<file path="src/rtl/spi_master_ctrl.sv">
// SPI master transaction sequencer: walks one descriptor through the CMD, ADDR,
// DUMMY, WRITE and READ phases, programming the tx/rx shifters and gating clock/CS.
module spi_master_ctrl #(
    parameter int CNT_W = 16
) (
    input  logic             clk,
    input  logic             rst,
    input  logic             cfg_valid,
    output logic             cfg_ready,
    input  logic [31:0]      cfg_cmd,
    input  logic [5:0]       cfg_cmd_len,
    input  logic [31:0]      cfg_addr,
    input  logic [5:0]       cfg_addr_len,
    input  logic [CNT_W-1:0] cfg_dummy,
    input  logic [CNT_W-1:0] cfg_wr_len,
    input  logic [CNT_W-1:0] cfg_rd_len,
    input  logic             cfg_quad,
    input  logic             abort,
    input  logic             spi_edge,
    output logic             spi_clk_en,
    output logic             spi_csn,
    output logic             busy,
    output logic             eot,
    input  logic [31:0]      wr_data,
    input  logic             wr_valid,
    output logic             wr_ready,
    output logic             tx_en,
    output logic             tx_quad,
    output logic [CNT_W-1:0] tx_counter,
    output logic             tx_counter_upd,
    output logic [31:0]      tx_data,
    output logic             tx_data_valid,
    input  logic             tx_data_ready,
    input  logic             tx_done,
    output logic             rx_en,
    output logic [CNT_W-1:0] rx_counter,
    output logic             rx_counter_upd,
    input  logic             rx_done
);

    typedef enum logic [2:0] {IDLE, CMD, ADDR, DUMMY, WRITE, READ, EOT} state_e;

    typedef struct packed {
        logic [31:0]      cmd;
        logic [5:0]       cmd_len;
        logic [31:0]      addr;
        logic [5:0]       addr_len;
        logic [CNT_W-1:0] dummy;
        logic [CNT_W-1:0] wr_len;
        logic [CNT_W-1:0] rd_len;
        logic             quad;
    } desc_t;

    state_e           state_q, state_d;
    desc_t            desc_q, desc_d, cfg_desc;
    logic             cfg_ready_q, cfg_ready_d;
    logic             busy_q, busy_d;
    logic             csn_q, csn_d;
    logic             clk_en_q, clk_en_d;
    logic             eot_q, eot_d;
    logic             tx_en_q, tx_en_d;
    logic             tx_quad_q, tx_quad_d;
    logic [CNT_W-1:0] tx_cnt_q, tx_cnt_d;
    logic             tx_upd_q, tx_upd_d;
    logic [31:0]      tx_data_q, tx_data_d;
    logic             tx_valid_q, tx_valid_d;
    logic             rx_en_q, rx_en_d;
    logic [CNT_W-1:0] rx_cnt_q, rx_cnt_d;
    logic             rx_upd_q, rx_upd_d;
    logic [CNT_W-1:0] dummy_cnt_q, dummy_cnt_d;
    logic             accept;
    logic             in_phase;
    logic             in_write;

    // First phase after 'cur' whose length is nonzero; EOT when none remain.
    function automatic state_e next_phase(input state_e cur, input desc_t d);
        state_e nxt;
        nxt = EOT;
        if (d.rd_len   != '0 && cur < READ)  nxt = READ;
        if (d.wr_len   != '0 && cur < WRITE) nxt = WRITE;
        if (d.dummy    != '0 && cur < DUMMY) nxt = DUMMY;
        if (d.addr_len != '0 && cur < ADDR)  nxt = ADDR;
        if (d.cmd_len  != '0 && cur < CMD)   nxt = CMD;
        return nxt;
    endfunction

    assign cfg_desc = '{cmd: cfg_cmd, cmd_len: cfg_cmd_len, addr: cfg_addr,
                        addr_len: cfg_addr_len, dummy: cfg_dummy, wr_len: cfg_wr_len,
                        rd_len: cfg_rd_len, quad: cfg_quad};

    assign accept   = (state_q == IDLE) && cfg_ready_q && cfg_valid;
    assign in_phase = state_q inside {CMD, ADDR, DUMMY, WRITE, READ};
    assign in_write = (state_q == WRITE);

    always_comb begin
        // NOTE: every signal gets a hold/default value first so no path leaves it unassigned (no latches).
        state_d     = state_q;
        desc_d      = desc_q;
        csn_d       = csn_q;
        clk_en_d    = clk_en_q;
        eot_d       = 1'b0;
        tx_en_d     = tx_en_q;
        tx_quad_d   = tx_quad_q;
        tx_cnt_d    = tx_cnt_q;
        tx_upd_d    = 1'b0;
        tx_data_d   = tx_data_q;
        tx_valid_d  = tx_valid_q;
        rx_en_d     = rx_en_q;
        rx_cnt_d    = rx_cnt_q;
        rx_upd_d    = 1'b0;
        dummy_cnt_d = dummy_cnt_q;

        unique case (state_q)
            IDLE: begin
                if (accept) begin
                    desc_d  = cfg_desc;
                    csn_d   = 1'b0;
                    state_d = next_phase(IDLE, cfg_desc);
                end
            end
            CMD, ADDR, WRITE: begin
                if (state_q != WRITE && tx_valid_q && tx_data_ready) tx_valid_d = 1'b0;
                // A done coinciding with the counter load belongs to the previous phase.
                if (tx_done && !tx_upd_q) state_d = next_phase(state_q, desc_q);
            end
            DUMMY: begin
                if (spi_edge) begin
                    dummy_cnt_d = dummy_cnt_q - 1'b1;
                    if (dummy_cnt_q <= CNT_W'(1)) state_d = next_phase(DUMMY, desc_q);
                end
            end
            READ: begin
                if (rx_done && !rx_upd_q) state_d = next_phase(READ, desc_q);
            end
            EOT: begin
                if (!eot_q) begin
                    csn_d = 1'b1;
                    eot_d = 1'b1;
                end else begin
                    state_d = IDLE;
                end
            end
            default: state_d = IDLE;
        endcase

        if (in_phase && abort) state_d = EOT;

        // Phase entry programs the shifters for the state being entered.
        if (state_d != state_q) begin
            unique case (state_d)
                CMD, ADDR: begin
                    clk_en_d   = 1'b1;
                    tx_en_d    = 1'b1;
                    rx_en_d    = 1'b0;
                    tx_upd_d   = 1'b1;
                    tx_valid_d = 1'b1;
                    if (state_d == CMD) begin
                        tx_quad_d = 1'b0;
                        tx_cnt_d  = CNT_W'(desc_d.cmd_len);
                        tx_data_d = desc_d.cmd << (6'd32 - desc_d.cmd_len);
                    end else begin
                        tx_quad_d = desc_d.quad;
                        tx_cnt_d  = CNT_W'(desc_d.addr_len);
                        tx_data_d = desc_d.addr << (6'd32 - desc_d.addr_len);
                    end
                end
                DUMMY: begin
                    clk_en_d    = 1'b1;
                    tx_en_d     = 1'b0;
                    rx_en_d     = 1'b0;
                    tx_valid_d  = 1'b0;
                    dummy_cnt_d = desc_d.dummy;
                end
                WRITE: begin
                    clk_en_d   = 1'b1;
                    tx_en_d    = 1'b1;
                    rx_en_d    = 1'b0;
                    tx_quad_d  = desc_d.quad;
                    tx_cnt_d   = desc_d.wr_len;
                    tx_upd_d   = 1'b1;
                    tx_valid_d = 1'b0;
                end
                READ: begin
                    clk_en_d   = 1'b1;
                    tx_en_d    = 1'b0;
                    rx_en_d    = 1'b1;
                    tx_quad_d  = 1'b0;
                    tx_valid_d = 1'b0;
                    rx_cnt_d   = desc_d.rd_len;
                    rx_upd_d   = 1'b1;
                end
                EOT: begin
                    clk_en_d   = 1'b0;
                    tx_en_d    = 1'b0;
                    rx_en_d    = 1'b0;
                    tx_quad_d  = 1'b0;
                    tx_valid_d = 1'b0;
                end
                default: ;
            endcase
        end

        busy_d      = (state_d != IDLE);
        cfg_ready_d = (state_d == IDLE);
    end

    always_ff @(posedge clk) begin
        if (rst) begin
            state_q     <= IDLE;
            desc_q      <= '0;
            cfg_ready_q <= 1'b0;
            busy_q      <= 1'b0;
            csn_q       <= 1'b1;
            clk_en_q    <= 1'b0;
            eot_q       <= 1'b0;
            tx_en_q     <= 1'b0;
            tx_quad_q   <= 1'b0;
            tx_cnt_q    <= '0;
            tx_upd_q    <= 1'b0;
            tx_data_q   <= '0;
            tx_valid_q  <= 1'b0;
            rx_en_q     <= 1'b0;
            rx_cnt_q    <= '0;
            rx_upd_q    <= 1'b0;
            dummy_cnt_q <= '0;
        end else begin
            state_q     <= state_d;
            desc_q      <= desc_d;
            cfg_ready_q <= cfg_ready_d;
            busy_q      <= busy_d;
            csn_q       <= csn_d;
            clk_en_q    <= clk_en_d;
            eot_q       <= eot_d;
            tx_en_q     <= tx_en_d;
            tx_quad_q   <= tx_quad_d;
            tx_cnt_q    <= tx_cnt_d;
            tx_upd_q    <= tx_upd_d;
            tx_data_q   <= tx_data_d;
            tx_valid_q  <= tx_valid_d;
            rx_en_q     <= rx_en_d;
            rx_cnt_q    <= rx_cnt_d;
            rx_upd_q    <= rx_upd_d;
            dummy_cnt_q <= dummy_cnt_d;
        end
    end

    // WRITE streams FIFO words straight into the shifter; the pop only fires on real data.
    assign tx_data        = in_write ? wr_data : tx_data_q;
    assign tx_data_valid  = in_write ? (wr_valid && !abort) : tx_valid_q;
    assign wr_ready       = in_write && tx_data_ready && wr_valid && !abort;
    assign cfg_ready      = cfg_ready_q;
    assign busy           = busy_q;
    assign spi_csn        = csn_q;
    assign spi_clk_en     = clk_en_q;
    assign eot            = eot_q;
    assign tx_en          = tx_en_q;
    assign tx_quad        = tx_quad_q;
    assign tx_counter     = tx_cnt_q;
    assign tx_counter_upd = tx_upd_q;
    assign rx_en          = rx_en_q;
    assign rx_counter     = rx_cnt_q;
    assign rx_counter_upd = rx_upd_q;

endmodule

</file>
<file path="config.mk">
export PLATFORM = sky130hd
export DESIGN_NAME = spi_master_ctrl
export DESIGN_NICKNAME = d
export VERILOG_FILES = /design/src/rtl/spi_master_ctrl.sv
export SDC_FILE = /design/constraint.sdc
export NUM_CORES = 1
export LEC_CHECK = 0
export BUFFER_PORTS_ARGS = -buffer_cell sky130_fd_sc_hd__buf_2
export CORE_MARGIN = 3
export CORE_UTILIZATION = 40
export CTS_CLUSTER_SIZE = 10
export DETAILED_ROUTE_END_ITERATION = 8
export SETUP_SLACK_MARGIN = 0.2
export SYNTH_ARGS = -nofsm -noshare
export SYNTH_HDL_FRONTEND = slang
export SYNTH_SLANG_ARGS = --single-unit
</file>
<file path="constraint.sdc">
create_clock -name clk -period 9.2 [get_ports clk]
set_input_delay 1.84 -clock clk [delete_from_list [all_inputs] [get_ports clk]]
set_output_delay 1.84 -clock clk [all_outputs]
set_load 0.1 [all_outputs]
</file>
==> summary.md, run 1 <==
The flow ran to the end, and the final reports show no timing, DRC or antenna violations. Clock tree synthesis inserted a total of 27 buffers. Entering global routing, the biggest net connects 121 pins. After global routing the overflow that remains totals 0.

The post-route antenna net violation count was 0; the overall die height was 193 um. The residual DRC count is 0. The tools report the number of rows in the core area as 67. The via count normalized by instance count was 5.86; the global-route usage over all layers was 24.2%.

The cell type contributing the most total cell area after synthesis is dfxtp_1. Across the routed clock network, the largest skew measured is 0.0175 ns. The logs give 0 for the number of hold violations in the final report and 0.0372 mm2 for the floorplan die area. The root buffer cell chosen for the clock tree is clkbuf_16. The areal power density over the cells is 355 mW/mm2, and the maximum clock insertion buffer count is 3.

The mean instance size in the synthesized netlist works out to 8.39 um2. Derived from the worst setup path, the maximum achievable clock frequency is 0.153 GHz. Sequential elements use 31.3% of the synthesized area. The layout overhead on the synthesized area works out to 15.9%. The number of global-route vias before repair was 12400. The run gives 0.00439 mm2 as the sequential cell area in the final layout. The total of warnings raised by yosys is 0, and the clock slew at the register clock pins of the worst setup and hold paths is 0.07 ns. The largest single stage delay on the critical path is 0.77 ns. The tool flagged a number of max-cap violations equal to 0. The share of async-settable or async-resettable flops after synthesis was 0%; the number of synthesized flops with an enable pin was 0.

The weighted congestion at the end of routability-driven global placement was 0.942. The placed cell area came out at 0.0154 mm2. Number of clock sinks: 219. The detailed router finished its first iteration with 1281 violations.

Setup total negative slack on the finished layout was measured at 0 ns. Including well taps, the total number of placed cells is 2240. The post-route netlist has 23.8% of its cells at a drive strength greater than 1. The largest delay contributor family on the critical path was buffers and inverters.

In this run the biggest area consumer among cell types represents 31.3% of the synthesized area. Among all cell types in the netlist, the one instantiated most often is nand2_1. The max-slew violation count is 0, and the final net count is 1991. The post-CTS repair timing setup buffer count is 0. The number of nets produced by synthesis came out at 1838.

The maximum level of the CTS H-tree was 1; the relative slew slack was 10.1%. The tools report the post-cts resize count as 0. The critical path in this run is classified as in2reg. The data required time at the worst endpoint came out at 9.67 ns.

The post-detailed-route wirelength per cell is 20.7 um, and the final critical-path share of the clock period is 71.1%. The tools report the final count of negative-setup-slack endpoints as 0. Measured along the x axis, the die boundary spans 193 um. The synthesized instance count came out at 1668.

The finished cells cover 0.0162 mm2. In the post-synthesis netlist, the biggest area contributors are dfxtp_1 31%, mux2i_1 15%, nand2_1 7.3%. The cell repeated most along the worst path is mux2i_1. The HPWL after detailed placement is 34700 um.

Counting distinct cell types in the post-synthesis netlist gives 72. For the worst setup path, the data arrival time is 7.01 ns. The worst setup path is captured at a flip-flop. The first global-routing pass estimated 71200 um of wire. The post-route total power is 0.00576 W.

Excluding fillers, the count of instances in the completed layout stands at 2278. In the final layout, the multi-input gates occupy 0.00904 mm2. The worst-case IR drop observed on VDD is 0.274 mV. The logs give 41.1% for the initial core utilization and 11 for the initial antenna violation count. The mapped cell area is 0.0140 mm2. For this design, the CTS-stage hold fixing added 0 buffers. For the total length of routed wires, the log shows 47100 um.

For this run, the leading register cell type out of synthesis is dfxtp_1. Counting instances in the post-synthesis netlist gives the leading cell types as 272 x nand2_1, 219 x dfxtp_1, 207 x mux2i_1, 162 x a21oi_1, 120 x nor2_1. The slowest stage of the critical path belongs to the cell nor2_4. Setup repair after global routing left no endpoint under its margin. The number of buffers and inverters on the critical path was 3; the number of optimization iterations in the first detailed-route pass was 6. Fill cells in the final layout number 3342. The slew at the pin closest to its max-slew limit works out to 1.34 ns.

Walking the worst path, the cells encountered are buf_2 -> nand2_1 -> nor2_4 -> buf_4 -> mux2i_1 -> ha_1 -> inv_1 -> mux4_2 -> mux2_2 -> mux2i_1 -> nor2_1 -> a211o_1 -> a311oi_1. The clock reaches the later pin of the worst-skew pair after 0.57 ns. Maximum fanout encountered on the critical timing path: 44. For this run, the share of the core covered by cells in the final layout is 47.7%. The number of storage elements in the synthesis netlist came out at 219. The region available for standard cell placement spans 0.0340 mm2.

The tightest min-delay check is of the reg2reg type. TritonCTS built the clock tree. The analysis attributes to cell leakage a power of 6.03 nW.

STA classifies the critical path startpoint as an input port. 242 I/O pins were placed. Input and output buffers added on the ports amount to 241. The worst path in the final design needs a cycle of 6.54 ns, including I/O delays and setup. For the total number of vias, the log shows 13400.
-- through the flow --
stage,hold slack (ns),worst slack (ns)
after global routing,0.481,2.34
final,0.462,2.66
after CTS,0.460,2.68
after detailed placement,0.452,2.08
after global placement,0.445,2.27
after floorplan,0.436,3.19
-- cell families (layout without fill, tap and decap cells) --
| kind of cell | count (synthesis) | count (layout) | share of synthesized area, % |
|---|---|---|---|
| simple gates | 562 | 562 | 17.9 |
| compound gates | 391 | 391 | 17.9 |
| mux | 316 | 316 | 26.6 |
| flops | 219 | 219 | 31.3 |
| buf+inv | 151 | 312 | 4.32 |
| xor+xnor | 25 | 25 | 1.62 |
| fa+ha+maj | 4 | 4 | 0.358 |
| other cells | 0 | 1 | 0 |
-- power breakdown --
| group | internal [W] | switching (W) |
|---|---|---|
| Clock | 0.000587 | 0.000423 |
| Sequential | 0.00110 | 0.000149 |
| Combinational | 0.00105 | 0.00245 |
-- state kept, by name, indices dropped and copies added (netlist names), 3 cells and up --
name and flops:
rx_counter 16, dummy_cnt_q 16, tx_counter 16, state_q 3, desc_q 125, tx_data_q 32
-- final timing paths --
check / from / end / slack [ns] / depth (start not counted)
setup reg to reg: cfg_ready / tx_data_q[31] / 3.65 / 12
hold reg to reg: desc_q[124] / desc_q[124] / 0.46 / 2
setup / recovery: cfg_valid / tx_data_q[31] / 2.66 / 13
hold / removal: desc_q[124] / desc_q[124] / 0.46 / 2
-- tightest hold or removal path: stages, from the launching register on --
cell	delay [ns]
dfxtp_1	0.31
nand2_1	0.05
a21oi_1	0.05
-- per-layer routing --
layer	up-vias	share of wire (%)	routed length (um)	global-route usage, %
li1	6397	-	-	-
met1	6321	46	21600	35.0
met2	526	43	20200	36.2
met3	95	8.3	3900	5.57
met4	18	2.5	1180	6.45
met5	-	0.25	119	0
-- layout make-up --
class	instances	area share, %
tap	448	3.46
clock buffer	34	4.57
timing repair buffer	263	8.49
multi-input combinational	1298	55.8
antenna	1	0.0154
sequential	219	27.0
inverter	12	0.278
clock inverter	3	0.363
-- layout by cell type (no fill, tap or decap), types with 6 or more instances in the layout --
cell,synthesis,routed
o211ai_1,7,7
a22o_1,10,10
a22oi_1,7,7
a211oi_1,45,44
clkbuf_16,0,27
or3_1,7,7
nor3_1,27,26
a21oi_1,162,161
mux2_2,71,71
o22a_1,6,6
nand3_1,39,39
xor2_1,12,10
nand2b_1,13,13
nand4_1,7,7
mux4_2,38,38
mux2i_1,207,207
nand2_1,272,271
a311oi_1,11,11
a31oi_1,14,14
buf_4,0,22
dfxtp_1,219,217
or4_1,6,6
inv_1,9,9
nor4_1,33,33
xnor2_1,12,12
o21ai_0,61,61
o31ai_1,18,18
and3_1,7,7
and2_1,9,9
nor2_1,120,119
buf_2,30,240
Note: power is estimated with default switching activity, not from simulation.
==> run 2, diff against run 1 <==
==> constraint.sdc (replaced) <==
create_clock -name clk -period 6.2 [get_ports clk]
set_input_delay 1.24 -clock clk [delete_from_list [all_inputs] [get_ports clk]]
set_output_delay 1.24 -clock clk [all_outputs]
set_load 0.1 [all_outputs]
==> run 2 against run 1 <==
Effect of this change:
- sequential cell count did not move
- sequential power rose by 47%
- worst hold slack barely moved
- register-to-register slack got worse by 1.7 ns
- first-iteration DRC count fell by 21%
- non-clock buffer count rose by 12
- worst setup slack got worse by 0.94 ns
- clock power rose by 43%
- clock-buffer cell count rose by 2
- cell area rose by 0.47%
==> summary.md, run 2 (same netlist as run 1, synthesis figures left out) <==
For the remaining global-route overflow, the log shows 0 (unchanged). The core area was 0.0340 mm2 (unchanged). The global-route usage over all layers was 23.5% (-0.64 points); the data required time at the worst endpoint was 4.96 ns (-4.71 ns).

The worst setup path is launched from a flip-flop. The number of buffers created by CTS was 27 (unchanged). More flip-flops sit in one register than any other, and that register is desc_q. STA classifies the critical path endpoint as an output port.

Derived from the worst setup path, the maximum achievable clock frequency is 0.223 GHz. The worst hold path belongs to the class reg2reg. The worst-case register-to-register setup slack came out at 1.94 ns (-1.71 ns). Clock root buffer: clkbuf_16.

The run gives 0.461 ns (-0.000315 ns) as the worst hold slack. The tools report the half-perimeter wire length of the detailed placement result as 34400 um (-0.98%). The initial antenna violation count is 2 (-9), and the number of global-route vias before repair is 12400 (+0.11%). Dividing the final minimum period by the clock period gives 72.2%. The post-route antenna net violation count came out at 0 (unchanged).

The startpoint identified for the worst register-to-register timing path is state_q[1]. The final net count is 2003 (+0.60%). The number of buffers added to fix hold violations after cts was 0 (unchanged). The maximum fanout encountered on the critical timing path came out at 34 (-23%). For the post-route cell area, the log shows 0.0163 mm2 (+0.47%). For the number of DRC violations after detailed-routing iteration 0, the log shows 1018 (-21%).

The slew at the pin closest to its max-slew limit was 0.977 ns (-0.366 ns); the width of the chip was 193 um (unchanged). The areal power density over the cells came out at 524 mW/mm2 (+48%). The critical path is of the reg2out type. The highest ir drop seen on vdd came out at 0.398 mV (+45%). The initial core utilization was 41.1% (unchanged); the depth of the worst register-to-register path was 11 (-1). The run gives 69900 um (-1.8%) as the wire length of the first global-routing pass. Post-detailed-route wirelength per cell: 20.1 um (-2.7%).

The worst register-to-register path ends at tx_data_q[17]. The residual DRC count is 0 (unchanged), and the final clock skew is 0.0158 ns (-0.00170 ns). Number of flip-flops under the largest register name: 125 (unchanged).

The largest registers in the layout are desc_q x125, tx_data_q x32. Count of pins on the block boundary: 242 (unchanged). The critical path goes through clkinv_1 -> nor3_2 -> buf_4 -> mux2_2 -> buf_2. The clock latency of the later-clocked register in the worst-skew pair was 0.56 ns (about the same). The number of buffers and inverters on the critical path is 3 (unchanged). The placed cell area is 0.0155 mm2 (+0.67%), and the clock slew at the register clock pins of the worst setup and hold paths is 0.06 ns (about the same). Most frequent standard cell in the layout excluding fill and tap cells: nand2_1. The post-cts resize count was 0 (unchanged); the placed instance count was 2252 (+0.54%). The relative slew slack came out at 34.8% (+25 points). The number of rows in the core area was 67 (unchanged); the maximum level of the CTS H-tree was 1 (unchanged).

TritonCTS built the clock tree. The via count normalized by instance count was 5.77 (-1.6%); the count of placed standard cells in the final layout, fillers left out was 2293 (+0.66%). The post-CTS repair timing setup buffer count came out at 0 (unchanged).

Hold path endpoint: desc_q[86]. For this design, the slowest cell found on the critical path is dfxtp_1. The overall die height is 193 um (unchanged), and the number of hold violations in the final report is 0 (unchanged). In the layout the commonest cells are 271 x nand2_1, 240 x buf_2, 217 x dfxtp_1. The final count of negative-setup-slack endpoints was 0 (unchanged); the count of input and output buffers was 241 (unchanged). The number of maximum-capacitance violations is 0 (unchanged).

For the weighted congestion at the end of routability-driven global placement, the log shows 0.927 (-1.6%). The setup total negative slack is 0 ns (unchanged), and the arrival time at the worst endpoint is 3.24 ns (-3.77 ns). The logs give 6.09 nW (+0.87%) for the leakage power summed over all cells and 219 (unchanged) for the number of clock sinks. For the max-slew violation count, the log shows 0 (unchanged). The peak per-stage delay on the critical path works out to 0.80 ns (+0.03 ns). On the critical path the largest part of the delay comes from buffers and inverters.

Setup repair after global routing left no endpoint under its margin. The tools report the number of optimization iterations in the first detailed-route pass as 6 (unchanged). The tools report the maximum number of pins on one net before global-route repair as 96 (-21%).

The floorplan die area is 0.0372 mm2 (unchanged). Layout cell share with drive strength beyond 1: 24.2% (+0.46 points). The number of cells traversed by the worst hold path is 2 (unchanged), and the total number of vias is 13200 (-0.93%). The flow ran to the end, and the final reports show no timing, DRC or antenna violations. The total length of routed wires was 46100 um (-2.1%); the layout overhead on the synthesized area was 16.5%. The shortest period the worst path allows is 4.48 ns. The startpoint identified for the worst hold timing path is desc_q[86]. The run gives 3 (unchanged) as the maximum clock insertion buffer count.
-- run 2: cell count changes in the layout (fill, tap and decap cells not counted), sizes merged --
cell and delta:
clkbuf +2, buf +12, clkinv +2, bufinv -1
-- run 2: per-stage QoR --
stage	util [%]	total power [W]	setup WS [ns]
6_report	47.9	0.00854	1.72
5_1_grt	47.9	0.00900	1.51
4_1_cts	47.9	0.00852	1.72
3_5_place_dp	45.6	0.00705	1.32
3_3_place_gp	45.6	0.00703	1.40
2_1_floorplan	-	0.00584	0.791
-- run 2: how the worst max path moves through the flow --
stage                            start       endpoint  slack [ns]  depth (start not counted)
after floorplan              cfg_valid  tx_data_q[30]        0.79                         14
after global routing      cfg_dummy[3]  tx_data_q[29]        1.51                         12
after CTS                   state_q[2]    tx_data[15]        1.72                          5
after global placement    cfg_dummy[3]  tx_data_q[29]        1.40                         12
final                       state_q[2]    tx_data[15]        1.72                          5
after detailed placement  cfg_dummy[8]  tx_data_q[29]        1.32                         12
-- run 2: final cells by class --
class,count,area (um2)
timing repair buffer,275,1480
clock inverter,4,35.0
clock buffer,36,739
multi-input combinational,1298,9040
sequential,219,4390
tap,448,561
antenna,1,2.50
inverter,12,45.0
fill,3381,17700
-- run 2: layer usage --
metal / global-route usage (%) / share of wire, % / vias up / wire (um)
met4: 5.81 / 2.1 / 2 / 956
met1: 34.2 / 46 / 6256 / 21300
met2: 35.9 / 43 / 481 / 20000
met5: 0 / 0.028 / - / 13
met3: 4.61 / 8.3 / 66 / 3830
li1: - / - / 6428 / -
-- run 2: worst min-delay path: cells and delay by family, from the launching register on --
kind / cells / cell delay, ns
flip-flops: 1 / 0.31
AND/OR/NAND/NOR: 1 / 0.05
AO/OA/AOI/OAI: 1 / 0.05
-- run 2: power breakdown --
part	switching, W	internal, W	total [W]
Combinational	0.00366	0.00160	0.00526
Clock	0.000617	0.000823	0.00144
Sequential	0.000204	0.00164	0.00184
Total	0.00448	0.00406	0.00854
==> run 3, diff against run 2 <==
--- a/config.mk
+++ b/config.mk
@@ -5,6 +5,7 @@
 export SDC_FILE = /design/constraint.sdc
 export NUM_CORES = 1
 export LEC_CHECK = 0
+export ABC_AREA = 1
 export BUFFER_PORTS_ARGS = -buffer_cell sky130_fd_sc_hd__buf_2
 export CORE_MARGIN = 3
 export CORE_UTILIZATION = 40
==> constraint.sdc (replaced) <==
create_clock -name clk -period 3.9 [get_ports clk]
set_input_delay 0.78 -clock clk [delete_from_list [all_inputs] [get_ports clk]]
set_output_delay 0.78 -clock clk [all_outputs]
set_load 0.1 [all_outputs]
==> run 3 against run 2 <==
Effect of this change:
- first-iteration DRC count shrank 3.4%
- critical path type is now reg2reg
- clock skew is 0.0051 ns higher
- cell area fell by 2.4%
- utilization shrank 0.66 points
- global-route usage is 0.27 points higher
- worst setup slack got worse by 1.1 ns
- sequential share of layout area is 0.63 points higher
- synthesized cell count rose by 36%
- sequential cell count unchanged
==> summary.md, run 3 <==
Most frequent standard cell in the layout excluding fill and tap cells: nand2_1. The area share of the largest cell type after synthesis was 32.0% (+0.63 points). The tools report the clock latency of the later-clocked register in the worst-skew pair as 0.57 ns (about the same). The total of warnings raised by yosys is 0 (unchanged). The post-CTS repair timing setup buffer count was 0 (unchanged); the weighted congestion at the end of routability-driven global placement was 0.954 (+2.9%). The logs give 3.74 ns (+0.50 ns) for the arrival time at the worst endpoint and 49.8% (+15 points) for the relative slew slack. The residual DRC count was 0 (unchanged).

The clock slew at the register clock pins of the worst setup and hold paths works out to 0.06 ns (about the same). The class of the worst hold path is reg2reg. The final net count was 2613 (+30%).

The slew at the pin closest to its max-slew limit is 0.752 ns (-0.225 ns). The number of storage elements in the synthesis netlist is 219 (unchanged). The layout cell share with drive strength beyond 1 came out at 16.5% (-7.7 points). For the distinct cell type count after synthesis, the log shows 47 (-35%). The peak per-stage delay on the critical path was 0.43 ns (-0.37 ns); the final count of negative-setup-slack endpoints was 0 (unchanged). The start point of the critical path was state_q[1]. The largest registers in the layout are desc_q x125, tx_data_q x32. Setup repair after global routing left no endpoint under its margin.

Initial antenna violation count: 0 (-2). The slowest stage of the critical path belongs to the cell dfxtp_1. Mapped cell area: 0.0137 mm2 (-2.0%). The run gives 0 (unchanged) as the number of buffers added to fix hold violations after cts. The maximum level of the CTS H-tree came out at 1 (unchanged). The most congested layer reported by global routing is met2. The routing usage on met2 was 41.3% (+5.4 points); the via count normalized by instance count was 5.04 (-13%). The number of nets produced by synthesis is 2435 (+32%). Ranked by flip-flop count, first place goes to desc_q.

The overall die height is 191 um (-0.96%). In the synthesized netlist, the cells that appear most often are 689 x nand2_1, 332 x nor2_1, 249 x nand3_1, 219 x dfxtp_1, 174 x inv_1. The tools report the number of buffers created by CTS as 27 (unchanged). The post-route cell area was 0.0159 mm2 (-2.4%).

The data required time at the worst endpoint was 4.35 ns (-0.61 ns). The post-route antenna net violation count is 0 (unchanged). Ranked by total cell area, the synthesized netlist is headed by dfxtp_1 32%, nand2_1 19%, nand3_1 9.1%. The number of synthesized flops with an enable pin was 0 (unchanged); the max-slew violation count was 0 (unchanged). The count of pins on the block boundary was 242 (unchanged); the sequential cell area in the final layout was 0.00438 mm2 (about the same). The logs give 149 (+55%) for the maximum number of pins on one net before global-route repair and 23.8% (+0.27 points) for the global-route usage over all layers.

The placed cell area is 0.0151 mm2 (-2.4%), and the initial core utilization is 40.7% (-0.41 points). The synthesized instance count was 2265 (+36%). The cell type contributing the most total cell area after synthesis is dfxtp_1.

The total number of vias came out at 14600 (+11%). The run gives 0 (unchanged) as the post-cts resize count. The launch instance of the worst register-to-register path was state_q[1].

Total length of routed wires: 44200 um (-4.1%). The wire length of the first global-routing pass was 71000 um (+1.5%). The signal on the critical path passes through nor2_4 -> nand2_4 -> nor2_4 -> nand2_1 -> nor2_2 -> nand2_1 -> a21oi_1 -> nand2_1 -> nand2_2 -> nand3_1 -> nand2_2 -> nand2_4 -> inv_2 -> buf_12 -> nand2_1 -> nor2_1 -> nor2_1. For the remaining global-route overflow, the log shows 0 (unchanged). Relative to the synthesized area, the layout overhead comes to 16.0%.

The met3 track utilization from global routing came out at 2.95% (-1.7 points). The run gives 5 (-1) as the number of optimization iterations in the first detailed-route pass. The number of buffers and inverters on the critical path was 2 (-1); the number of hold violations in the final report was 0 (unchanged).

Counting stages on the worst path, the most repeated cell is nand2_1. The number of flip-flops under the largest register name came out at 125 (unchanged). The library cells used most frequently in the layout, excluding fill and tap cells, are 689 x nand2_1, 332 x nor2_1, 249 x nand3_1. The tools report the core area as 0.0337 mm2 (-0.99%).

Mean instance size in the synthesized netlist: 6.05 um2 (-28%). The share of async-settable or async-resettable flops after synthesis works out to 0% (unchanged). The maximum fanout encountered on the critical timing path was 28 (-18%). The worst setup path is launched from a flip-flop. For the setup total negative slack, the log shows 0 ns (unchanged). The kind of cell with the highest combined delay along the critical path is simple AND/OR/NAND/NOR gates. The worst path uses 84.5% of the clock period. The run gives 2862 (+27%) as the placed instance count. TritonCTS built the clock tree. The number of global-route vias before repair is 13900 (+12%), and the timing-limited maximum frequency is 0.304 GHz.

The post-detailed-route wirelength per cell came out at 15.3 um (-24%). The number of rows in the core area is 67 (unchanged), and the floorplan die area is 0.0365 mm2 (-1.9%). The worst path in the final design needs a cycle of 3.29 ns, including I/O delays and setup. The final clock skew is 0.0209 ns (+0.00511 ns), and the area of combinational cells with multiple inputs is 0.00791 mm2 (-13%). Number of maximum-capacitance violations: 0 (unchanged). The kind of end point of the critical path is a flip-flop. The count of placed standard cells in the final layout, fillers left out is 2900 (+26%), and the met1 routing resource usage after global routing is 31.3% (-3.0 points). The tools report the number of DRC violations after detailed-routing iteration 0 as 983 (-3.4%). Leading cell type by number of instances after synthesis: nand2_1. Among all flip-flop cells after synthesis, the most frequent one is dfxtp_1. The half-perimeter wire length of the detailed placement result is 33700 um (-2.1%), and the antenna cell count is 0 (-1). The sequential fraction of the synthesis area came out at 32.0% (+0.63 points).

The run gives 219 (unchanged) as the number of clock sinks. The count of input and output buffers works out to 241 (unchanged). The flow ran to the end, and the final reports show no timing, DRC or antenna violations. The critical path in this run is classified as reg2reg. The tools report the maximum clock insertion buffer count as 3 (unchanged). Clock root buffer: clkbuf_16. The number of filler instances in the final layout was 3723 (+10%). The origin of the worst min-delay path is tx_counter[13].

Width of the chip: 191 um (-0.96%).
[run 3: worst min-delay path, stage by stage (launching register included)]
cell and delay (ns):
dfxtp_1 0.30, nand2_1 0.06, a21oi_1 0.05
[run 3: final timing paths]
kind	depth (start not counted)	endpoint	slack (ns)
worst min-delay path	2	tx_counter[13]	0.46
worst max register to register	17	tx_data_q[0]	0.61
worst max-delay path	17	tx_data_q[0]	0.61
worst min register to register	2	tx_counter[13]	0.46
[run 3: area by class of cell]
class                      instances  area share, %
clock buffer                      34           4.60
tap                              448           3.52
inverter                         198           4.69
sequential                       219           27.6
timing repair buffer             278           9.66
multi-input combinational       1719           49.7
clock inverter                     4          0.236
[run 3: cell families (layout without fill, tap and decap cells)]
family | Yosys count | count (layout) | share of synthesized area (%)
XOR/XNOR | 15 | 15 | 1.18
AO/OA/AOI/OAI | 308 | 308 | 12.1
buffers and inverters | 327 | 514 | 10.4
AND/OR/NAND/NOR | 1366 | 1366 | 42.1
adder cells (fa/ha/maj) | 4 | 4 | 0.365
multiplexers | 26 | 26 | 1.90
flip-flops | 219 | 219 | 32.0
[run 3: routing by layer]
layer  part of all wire, %  up-vias
met5                     0        -
met4                   2.8        0
met3                   4.8       79
met2                    48      366
met1                    45     6631
li1                      -     7551
[run 3: metrics by stage]
| stage | hold WS, ns | util, % | setup slack [ns] |
|---|---|---|---|
| floorplan | 0.446 | - | 0.321 |
| global placement | 0.444 | 44.9 | 0.310 |
| detailed placement | 0.455 | 44.9 | 0.279 |
| CTS | 0.461 | 47.2 | 0.638 |
| global route | 0.481 | 47.2 | 0.375 |
| finish | 0.462 | 47.2 | 0.606 |
Power of run 3 is left out: the tool's default activity adds up to more than one toggle a clock period on the data nets, which glitch-free logic cannot reach.
